==> config.mk <==
export PLATFORM = sky130hd
export DESIGN_NAME = decoder_n_scan_flat
export DESIGN_NICKNAME = d
export VERILOG_FILES = /design/src/rtl/decoder_n_scan_if.sv /design/src/rtl/decoder_n_scan.sv /design/src/flat_wrapper.sv
export SDC_FILE = /design/constraint.sdc
export NUM_CORES = 1
export LEC_CHECK = 0
export CORE_MARGIN = 2
export CORE_UTILIZATION = 34
export DETAILED_ROUTE_END_ITERATION = 7
export PLACE_DENSITY = 0.64
export SLEW_MARGIN = 20
export SYNTH_ARGS = -nofsm -noshare
export SYNTH_HDL_FRONTEND = slang
export SYNTH_SLANG_ARGS = --single-unit
==> constraint.sdc <==
create_clock -name clk -period 4.6 [get_ports clk]
set_input_delay 1.15 -clock clk [delete_from_list [all_inputs] [get_ports clk]]
set_output_delay 1.15 -clock clk [all_outputs]
set_load 0.005 [all_outputs]
==> src/rtl/decoder_n_scan_if.sv <==
// Bus bundle for decoder_n_scan.
//   master : drives en, mode, sel; observes out, idx, wrap (control logic side)
//   slave  : the decoder itself
//   en   - block enable (low forces all lines inactive)
//   mode - 0 = direct decode of sel, 1 = auto-scan
//   sel  - line select used in direct mode
//   out  - registered one-hot (or one-cold) line drive, 2^SEL_W wide
//   idx  - registered index of the active line
//   wrap - one-cycle pulse when the scan wraps from the last line to 0
interface decoder_n_scan_if #(
    parameter int SEL_W = 3
);
    logic                    en;
    logic                    mode;
    logic [SEL_W-1:0]        sel;
    logic [(1<<SEL_W)-1:0]   out;
    logic [SEL_W-1:0]        idx;
    logic                    wrap;

    modport master (
        output en, mode, sel,
        input  out, idx, wrap
    );

    modport slave (
        input  en, mode, sel,
        output out, idx, wrap
    );
endinterface

==> src/rtl/decoder_n_scan.sv <==
// Registered N-to-2^N line decoder with an auto-scan mode.
//   clk   - system clock, rising edge
//   rst_n - asynchronous active-low reset
//   bus   - decoder_n_scan_if slave port (en, mode, sel in; out, idx, wrap out)
// Direct mode drives the line picked by sel one clock later. Scan mode walks
// the active line through every output, holding each for DWELL clocks, and
// pulses wrap when the index rolls over from the last line back to 0.
module decoder_n_scan #(
    parameter int SEL_W      = 3,
    parameter int DWELL      = 4,
    parameter bit ACTIVE_LOW = 1'b0
) (
    input  logic            clk,
    input  logic            rst_n,
    decoder_n_scan_if.slave bus
);
    localparam int N     = 1 << SEL_W;
    localparam int CNT_W = (DWELL > 1) ? $clog2(DWELL) : 1;

    localparam logic [CNT_W-1:0] CNT_LAST = CNT_W'(DWELL - 1);
    localparam logic [SEL_W-1:0] IDX_LAST = SEL_W'(N - 1);
    localparam logic [N-1:0]     INACTIVE = ACTIVE_LOW ? '1 : '0;

    typedef enum logic [1:0] {
        IDLE,
        DIRECT,
        SCAN
    } state_t;

    state_t           state;
    logic [CNT_W-1:0] cnt;
    logic [SEL_W-1:0] idx_nxt;

    // Polarity is applied only here, at the value loaded into the output register.
    function automatic logic [N-1:0] line_drive(input logic [SEL_W-1:0] line);
        logic [N-1:0] oh;
        oh       = '0;
        oh[line] = 1'b1;
        return ACTIVE_LOW ? ~oh : oh;
    endfunction

    // Natural wrap of the SEL_W-bit sum gives the modulo-2^SEL_W advance.
    assign idx_nxt = bus.idx + SEL_W'(1);

    always_ff @(posedge clk or negedge rst_n) begin
        if (!rst_n) begin
            state    <= IDLE;
            cnt      <= '0;
            bus.out  <= INACTIVE;
            bus.idx  <= '0;
            bus.wrap <= 1'b0;
        end else if (!bus.en) begin
            // idx is deliberately held so the last line stays observable.
            state    <= IDLE;
            cnt      <= '0;
            bus.out  <= INACTIVE;
            bus.wrap <= 1'b0;
        end else if (!bus.mode) begin
            state    <= DIRECT;
            cnt      <= '0;
            bus.out  <= line_drive(bus.sel);
            bus.idx  <= bus.sel;
            bus.wrap <= 1'b0;
        end else if (state != SCAN) begin
            // Every entry into scan restarts from line 0 with a fresh dwell.
            state    <= SCAN;
            cnt      <= '0;
            bus.out  <= line_drive('0);
            bus.idx  <= '0;
            bus.wrap <= 1'b0;
        end else if (cnt == CNT_LAST) begin
            cnt      <= '0;
            bus.out  <= line_drive(idx_nxt);
            bus.idx  <= idx_nxt;
            bus.wrap <= (bus.idx == IDX_LAST);
        end else begin
            cnt      <= cnt + CNT_W'(1);
            bus.wrap <= 1'b0;
        end
    end
endmodule
==> src/flat_wrapper.sv <==
// flat-port wrapper written by rule: the top's interface ports become plain ports
module decoder_n_scan_flat 
#(
    parameter int SEL_W      = 3,
    parameter int DWELL      = 4,
    parameter bit ACTIVE_LOW = 1'b0
)
  (clk, rst_n, bus_en, bus_mode, bus_sel, bus_out, bus_idx, bus_wrap);
  decoder_n_scan_if #(.SEL_W(SEL_W)) bus_i ();
  input  logic clk;
  input  logic rst_n;
  input wire logic [$bits(bus_i.en)-1:0] bus_en;
  input wire logic [$bits(bus_i.mode)-1:0] bus_mode;
  input wire logic [$bits(bus_i.sel)-1:0] bus_sel;
  output wire logic [$bits(bus_i.out)-1:0] bus_out;
  output wire logic [$bits(bus_i.idx)-1:0] bus_idx;
  output wire logic [$bits(bus_i.wrap)-1:0] bus_wrap;
  assign bus_i.en = bus_en;
  assign bus_i.mode = bus_mode;
  assign bus_i.sel = bus_sel;
  assign bus_out = bus_i.out;
  assign bus_idx = bus_i.idx;
  assign bus_wrap = bus_i.wrap;
  decoder_n_scan #(.SEL_W(SEL_W), .DWELL(DWELL), .ACTIVE_LOW(ACTIVE_LOW)) u_core (.clk(clk), .rst_n(rst_n), .bus(bus_i));
endmodule
==> summary.md, run 1 <==
| Metric | Value |
|---|---|
| Top-count cell post-synth | dfrtp_1 |
| Synth top area cells | dfrtp_1, o2bb2ai_1, ha_1, mux2_4, nor2_1 |
| DP Worst Slack | 1820 ps |
| Synth top cells by count | dfrtp_1, nor2_1, nand2_1, o2bb2ai_1 |
| Number of global-route vias before repair | 670 |
| Clock-pin slew on the worst setup and hold paths | 90 ps |
| First-pass GRT wire length | 3.13 mm |
| Hold Crit Depth | 1 |
| Vias | 675 |
| Min-delay src | u_core.cnt[0] |
| Power per cell area | 286 nW/um^2 |
| Cell area after layout | 1100 sq um |
| Starting Density | 35.3% |
| Flop and latch count out of synthesis | 16 |
| Hold Violations, Final | 0 |
| CTS Hold Buffers Added | 0 |
| Die area | 2940 sq um |
| Chip width | 54.2 um |
| DRC Markers | 0 |
| Minimum clock period | 2490 ps |
| Skew-Pair Late Insertion Delay | 290 ps |
| Initial DRC count | 7 |
| # resized after CTS | 0 |
| Avg Inst Size Synth | 10.6 sq um |
| CP Launch Type | primary input |
| Library cells used by synthesis | 28 |
| Min Hold Slack | 458 ps |
| Worst slew pin tran | 724 ps |
| Yosys warns | 0 |
| Layout cells sized above 1 | 8.91% |
| Gr usage total | 15.0% |
| Final worst slack | 2110 ps |
| Antenna violations before repair | 0 |
| Total CTS buffers | 3 |
| Pwr Total | 0.314 mW |
| RSZ-0062 raised after global routing | false |
| Clock sinks | 16 |
| WS Path Type | in2reg |
| Root buf cell | clkbuf_4 |
| Top FF cell, synth | dfrtp_1 |
| Hold Path Class | reg2reg |
| WL per Instance | 14.6 um |
| Final Slew Violations | 0 |
| Maximum vdd drop | 261 uV |
| Critical Path Fanout Max | 10 |
| DRT antenna net count | 0 |
| CTS tree | yes |
| F_max | 0.401 GHz |
| Pre-antenna DRT Iters | 4 |
| Remaining global-route overflow | 0 |
| Worst rel slew slack | 51.6% |
| Crit path required time | 4780 ps |
| Arrival time at the worst endpoint | 2670 ps |
| R2R depth | 3 |
| Hold Path Sink | u_core.cnt[0] |
| Area leader, netlist | dfrtp_1 |
| Die span in y | 54.2 um |
| Core Box Area | 2430 sq um |
| Post-synthesis instance total | 81 |
| WL final | 1.91 mm |
| Crit share post-route | 54.2% |
| Share of Yosys cell area claimed by the top area cell type | 46.6% |
| Antenna cell count | 0 |
| IO Port Bufs | 18 |
| Final nets | 113 |
| Dpl cell area | 1060 sq um |
| H-tree depth | 1 |
| Setup TNS | 0 ps |
| Ports | 19 |
| Longest Clk Path Bufs | 2 |
| Reg2reg start | u_core.cnt[0] |
| Setup violators final | 0 |
| Largest net degree at the start of global routing | 17 |
| Status | complete, no violations |
| Via/cell ratio | 5.15 |
| DP HPWL | 1.43 mm |
| R2r setup slk | 2970 ps |
| Worst reg2reg path endpoint | u_core.bus.idx[1] |
| Number of synthesized flops with an enable pin | 0 |
| Post-Syn Area | 858 sq um |
| Final Skew | 5.91 ps |
| Register area share after synthesis | 46.6% |
| Post-CTS Setup Repair Bufs | 0 |
| Max-Cap Viols | 0 |
| Post-synth ARST share | 100% |
| Placer Congestion | 0.848 |
| Syn nets | 92 |
| Fillers | 242 |
| Row count | 18 |
| CP Capture Type | flip-flop |
| LEAKAGE | 0.475 nW |
| Area delta synth->final | 27.8% |
cells in the final DEF, fill, tap and decap left out:
cell             netlist  routed
inv_1                  4       4
o31ai_1                1       1
and2b_1                2       2
clkdlybuf4s50_1        0      18
and2_1                 2       2
nand2_1                6       6
nand2b_1               2       2
a32oi_1                2       2
nor3b_1                2       2
inv_2                  1       1
o2bb2ai_1              6       6
dfrtp_1               16      16
nand4b_1               1       1
clkbuf_4               0       3
clkbuf_8               0       1
nor3_1                 3       3
and4bb_2               1       1
nor2b_1                4       4
and3_1                 1       1
nor2_1                 7       7
nand3_1                3       3
nand4_1                1       1
mux2i_1                1       1
a31oi_1                3       3
ha_1                   4       4
mux2_4                 2       2
a22oi_1                2       2
o31ai_4                1       1
a2bb2oi_1              1       1
area by class of cell:
cell class	count	area, sq um	area share, %
Sequential cell	16	400	36.5
Multi-Input combinational cell	58	424	38.7
Tap cell	30	37.5	3.42
Clock buffer	4	36.3	3.31
Timing Repair Buffer	18	180	16.4
Inverter	5	18.8	1.71
kinds of logic (layout without fill, tap and decap cells):
logic type | after synthesis | in the layout | synth area share, %
AND/OR/NAND/NOR | 35 | 35 | 22.4
AO/OA/AOI/OAI | 16 | 16 | 16.5
flip-flops | 16 | 16 | 46.6
buffers and inverters | 7 | 27 | 3.93
adder cells (fa/ha/maj) | 4 | 4 | 5.83
multiplexers | 3 | 3 | 4.66
critical path: stages:
cell and delay, ps:
clkdlybuf4s50_1 640, inv_2 100, o31ai_4 440, mux2_4 330
flip-flops by register name, indices dropped and copies added, names as in the netlist:
register         flops
u_core.bus.wrap      1
u_core.bus.idx       3
u_core.cnt           2
u_core.bus.out       8
u_core.state         2
worst max path at each step:
stage	startpoint	end	slack (ps)	cells after the start
5_1_grt	bus_mode	u_core.bus.idx[1]	2040	4
3_3_place_gp	bus_mode	u_core.bus.idx[1]	1840	4
4_1_cts	bus_mode	u_core.bus.idx[1]	2130	4
3_5_place_dp	bus_mode	u_core.bus.idx[2]	1820	4
6_report	bus_mode	u_core.bus.idx[1]	2110	4
2_1_floorplan	bus_mode	u_core.bus.idx[1]	2480	4
metrics by stage:
| step | utilization, % | std cells |
|---|---|---|
| 2_1_floorplan | - | 81 |
| 3_3_place_gp | 43.6 | 127 |
| 3_5_place_dp | 43.6 | 127 |
| 4_1_cts | 45.1 | 131 |
| 5_1_grt | 45.1 | 131 |
| 6_report | 45.1 | 131 |
report_power, final:
part	switching (mW)	leakage, nW	internal (mW)
clock network	0.0443	0.0210	0.0482
registers	0.00695	0.215	0.148
logic	0.0327	0.240	0.0339
total	0.0840	0.475	0.230
routing by layer:
layer	global-route usage (%)	vias to the layer above	share of wire, %	routed length (um)
li1	-	335	-	-
met1	18.8	321	46	871
met2	24.5	17	48	923
met3	5.19	2	5.3	102
met4	3.75	0	0.52	10
met5	0	-	0	0
(Power assumes the default switching activity.)
==> run 2, diff against run 1 <==
--- a/config.mk
+++ b/config.mk
@@ -8,7 +8,7 @@
 export CORE_MARGIN = 2
 export CORE_UTILIZATION = 34
 export DETAILED_ROUTE_END_ITERATION = 7
-export PLACE_DENSITY = 0.64
+export PLACE_DENSITY = 0.66
 export SLEW_MARGIN = 20
 export SYNTH_ARGS = -nofsm -noshare
 export SYNTH_HDL_FRONTEND = slang
==> constraint.sdc (replaced) <==
create_clock -name clk -period 2.15 [get_ports clk]
set_input_delay 0.5375 -clock clk [delete_from_list [all_inputs] [get_ports clk]]
set_output_delay 0.5375 -clock clk [all_outputs]
set_load 0.005 [all_outputs]
==> run 2 against run 1 <==
Net effect:
- first-iteration DRC count grew to 3.3 times the previous value
- die area stayed put
- core utilization grew 0.36 points
- wire length decreased by 6.5%
- via count grew 3.0%
- worst setup slack worse by 1700 ps
- design area is 0.80% higher
- non-clock buffer count is 3 higher
- global-route usage increased by 0.16 points
- clock-buffer cell count is 1 lower
- clock skew decreased by 4.2 ps
- clock power up 62%
- largest power group unchanged
==> summary.md, run 2 (synthesized netlist as in run 1, its figures left out) <==
| Metric | Value |
|---|---|
| Arrival time at the worst endpoint | 1250 ps (was 2670 ps) |
| Hold Violations, Final | 0 (unchanged) |
| WL final | 1.78 mm (was 1.91 mm) |
| Ports | 19 (unchanged) |
| RSZ-0062 raised after global routing | false (unchanged) |
| Root buf cell | clkbuf_4 (unchanged) |
| Clock-pin slew on the worst setup and hold paths | 80 ps (was 90 ps) |
| CP top delay family | buffers and inverters (unchanged) |
| Int Pwr | 0.457 mW (was 0.230 mW) |
| Final nets | 116 (was 113) |
| Layout Utilization | 45.5% (was 45.1%) |
| Placer Congestion | 0.856 (was 0.848) |
| Sw Ratio | 26.9% (was 26.8%) |
| Skew-Pair Late Insertion Delay | 280 ps (was 290 ps) |
| Register share of total power | 52.9% (was 49.3%) |
| Maximum vdd drop | 282 uV (was 261 uV) |
| WL per Instance | 13.4 um (was 14.6 um) |
| Max-Cap Viols | 0 (unchanged) |
| CTS Hold Buffers Added | 0 (unchanged) |
| IO Port Bufs | 18 (unchanged) |
| Pre-antenna DRT Iters | 3 (was 4) |
| Crit share post-route | 83.2% |
| Total CTS buffers | 3 (unchanged) |
| Final Slew Violations | 0 (unchanged) |
| Gr usage total | 15.1% (was 15.0%) |
| Crit-path cells | clkdlybuf4s50_1 (was clkdlybuf4s50_1, inv_2, o31ai_4, mux2_4) |
| Post-CTS Setup Repair Bufs | 0 (unchanged) |
| Largest register FFs | 8 (unchanged) |
| Commonest cells after routing, fill and taps aside | clkdlybuf4s50_1, dfrtp_1, nor2_1 (unchanged) |
| Largest regs | u_core.bus.out: 8 flops, u_core.bus.idx: 3 flops (unchanged) |
| Area delta synth->final | 28.9% (was 27.8%) |
| Cell area after layout | 1110 sq um (was 1100 sq um) |
| Number of global-route vias before repair | 680 (was 670) |
| Net switching power | 0.168 mW (was 0.0840 mW) |
| Die area | 2940 sq um (unchanged) |
| Critical Path Fanout Max | 6 (was 10) |
| WS Path Type | reg2out (was in2reg) |
| Crit path required time | 1610 ps (was 4780 ps) |
| Remaining global-route overflow | 0 (unchanged) |
| Reg with most FFs | u_core.bus.out (unchanged) |
| Critical path's slowest cell | clkdlybuf4s50_1 (unchanged) |
| Clock sinks | 16 (unchanged) |
| Commonest non-fill, non-tap cell in the layout | clkdlybuf4s50_1 (unchanged) |
| DRC Markers | 0 (unchanged) |
| Largest net degree at the start of global routing | 17 (unchanged) |
| LEAKAGE | 0.482 nW (was 0.475 nW) |
| Vias | 695 (was 675) |
| Minimum clock period | 1790 ps |
| Final Skew | 1.71 ps (was 5.91 ps) |
| Worst rel slew slack | 68.2% (was 51.6%) |
| Setup TNS | 0 ps (unchanged) |
| Core Box Area | 2430 sq um (unchanged) |
| H-tree depth | 1 (unchanged) |
| CTS tree | yes (unchanged) |
| Die span in y | 54.2 um (unchanged) |
| Initial DRC count | 23 (was 7) |
| Buf/Inv on CP | 1 (was 2) |
| Status | complete, no violations (unchanged) |
| Setup violators final | 0 (unchanged) |
| CP Launch Type | flip-flop (was primary input) |
| # resized after CTS | 0 (unchanged) |
| First-pass GRT wire length | 3.12 mm (was 3.13 mm) |
| Layout cells sized above 1 | 10.7% (was 8.91%) |
| Clock share of power | 24.0% (was 29.5%) |
| Combinational power share | 23.1% (was 21.2%) |
| DRT antenna net count | 0 (unchanged) |
| Antenna cell count | 0 (unchanged) |
| Via/cell ratio | 5.23 (was 5.15) |
| Largest stage delay, worst path | 530 ps (was 640 ps) |
| Longest Clk Path Bufs | 2 (unchanged) |
| CP Capture Type | primary output (was flip-flop) |
| F_max | 0.559 GHz |
| Hold Path Class | reg2reg (unchanged) |
| Starting Density | 35.3% (unchanged) |
| Worst slew pin tran | 476 ps (was 724 ps) |
| Row count | 18 (unchanged) |
| DP HPWL | 1.36 mm (was 1.43 mm) |
| Chip width | 54.2 um (unchanged) |
| Antenna violations before repair | 0 (unchanged) |
| Dpl cell area | 1080 sq um (was 1060 sq um) |
| Power per cell area | 564 nW/um^2 (was 286 nW/um^2) |
-- run 2: changes by cell type in the layout (fill, tap and decap cells not counted) --
cell      delta
buf_4        +3
clkbuf_8     -1
-- run 2: final cells by class --
| type | count | area, sq um |
|---|---|---|
| multi-input combinational | 58 | 424 |
| sequential | 16 | 400 |
| tap | 30 | 37.5 |
| timing repair buffer | 21 | 203 |
| fill | 252 | 1330 |
| clock buffer | 3 | 22.5 |
| inverter | 5 | 18.8 |
-- run 2: power by group through the flow --
stage | clock (mW) | sequential (mW) | combinational (mW)
after global routing | 0.169 | 0.333 | 0.161
after floorplan | 0 | 0.334 | 0.0783
after CTS | 0.157 | 0.330 | 0.144
final | 0.150 | 0.330 | 0.144
after global placement | 0 | 0.337 | 0.142
after detailed placement | 0 | 0.337 | 0.143
-- run 2: through the flow --
step | hold WS (ps) | setup slack, ps | total power, mW | std cells
4_1_cts | 452 | 353 | 0.631 | 133
3_3_place_gp | 425 | 126 | 0.478 | 130
6_report | 444 | 361 | 0.624 | 133
5_1_grt | 469 | 280 | 0.663 | 133
3_5_place_dp | 433 | 86.5 | 0.479 | 130
2_1_floorplan | 242 | 608 | 0.413 | 81
-- run 2: metal layers --
metal / share of wire [%] / global-route usage [%] / vias up / routed length (um)
li1: - / - / 339 / -
met1: 49 / 21.0 / 340 / 879
met2: 45 / 21.5 / 14 / 794
met3: 4.5 / 4.92 / 2 / 80
met4: 1.6 / 6.25 / 0 / 29
met5: 0 / 0 / - / 0
-- run 2: path summary, 6_finish.rpt --
check / startpoint / end / slack (ps) / cells after the start
min in group asynchronous: rst_n / u_core.state[0] / 570 / 2
max: u_core.bus.idx[0] / bus_idx[0] / 360 / 1
max in group asynchronous: rst_n / u_core.bus.out[3] / 1400 / 2
min reg2reg: u_core.cnt[0] / u_core.cnt[0] / 440 / 1
max reg2reg: u_core.bus.idx[0] / u_core.bus.out[2] / 600 / 5
min: u_core.cnt[0] / u_core.cnt[0] / 440 / 1
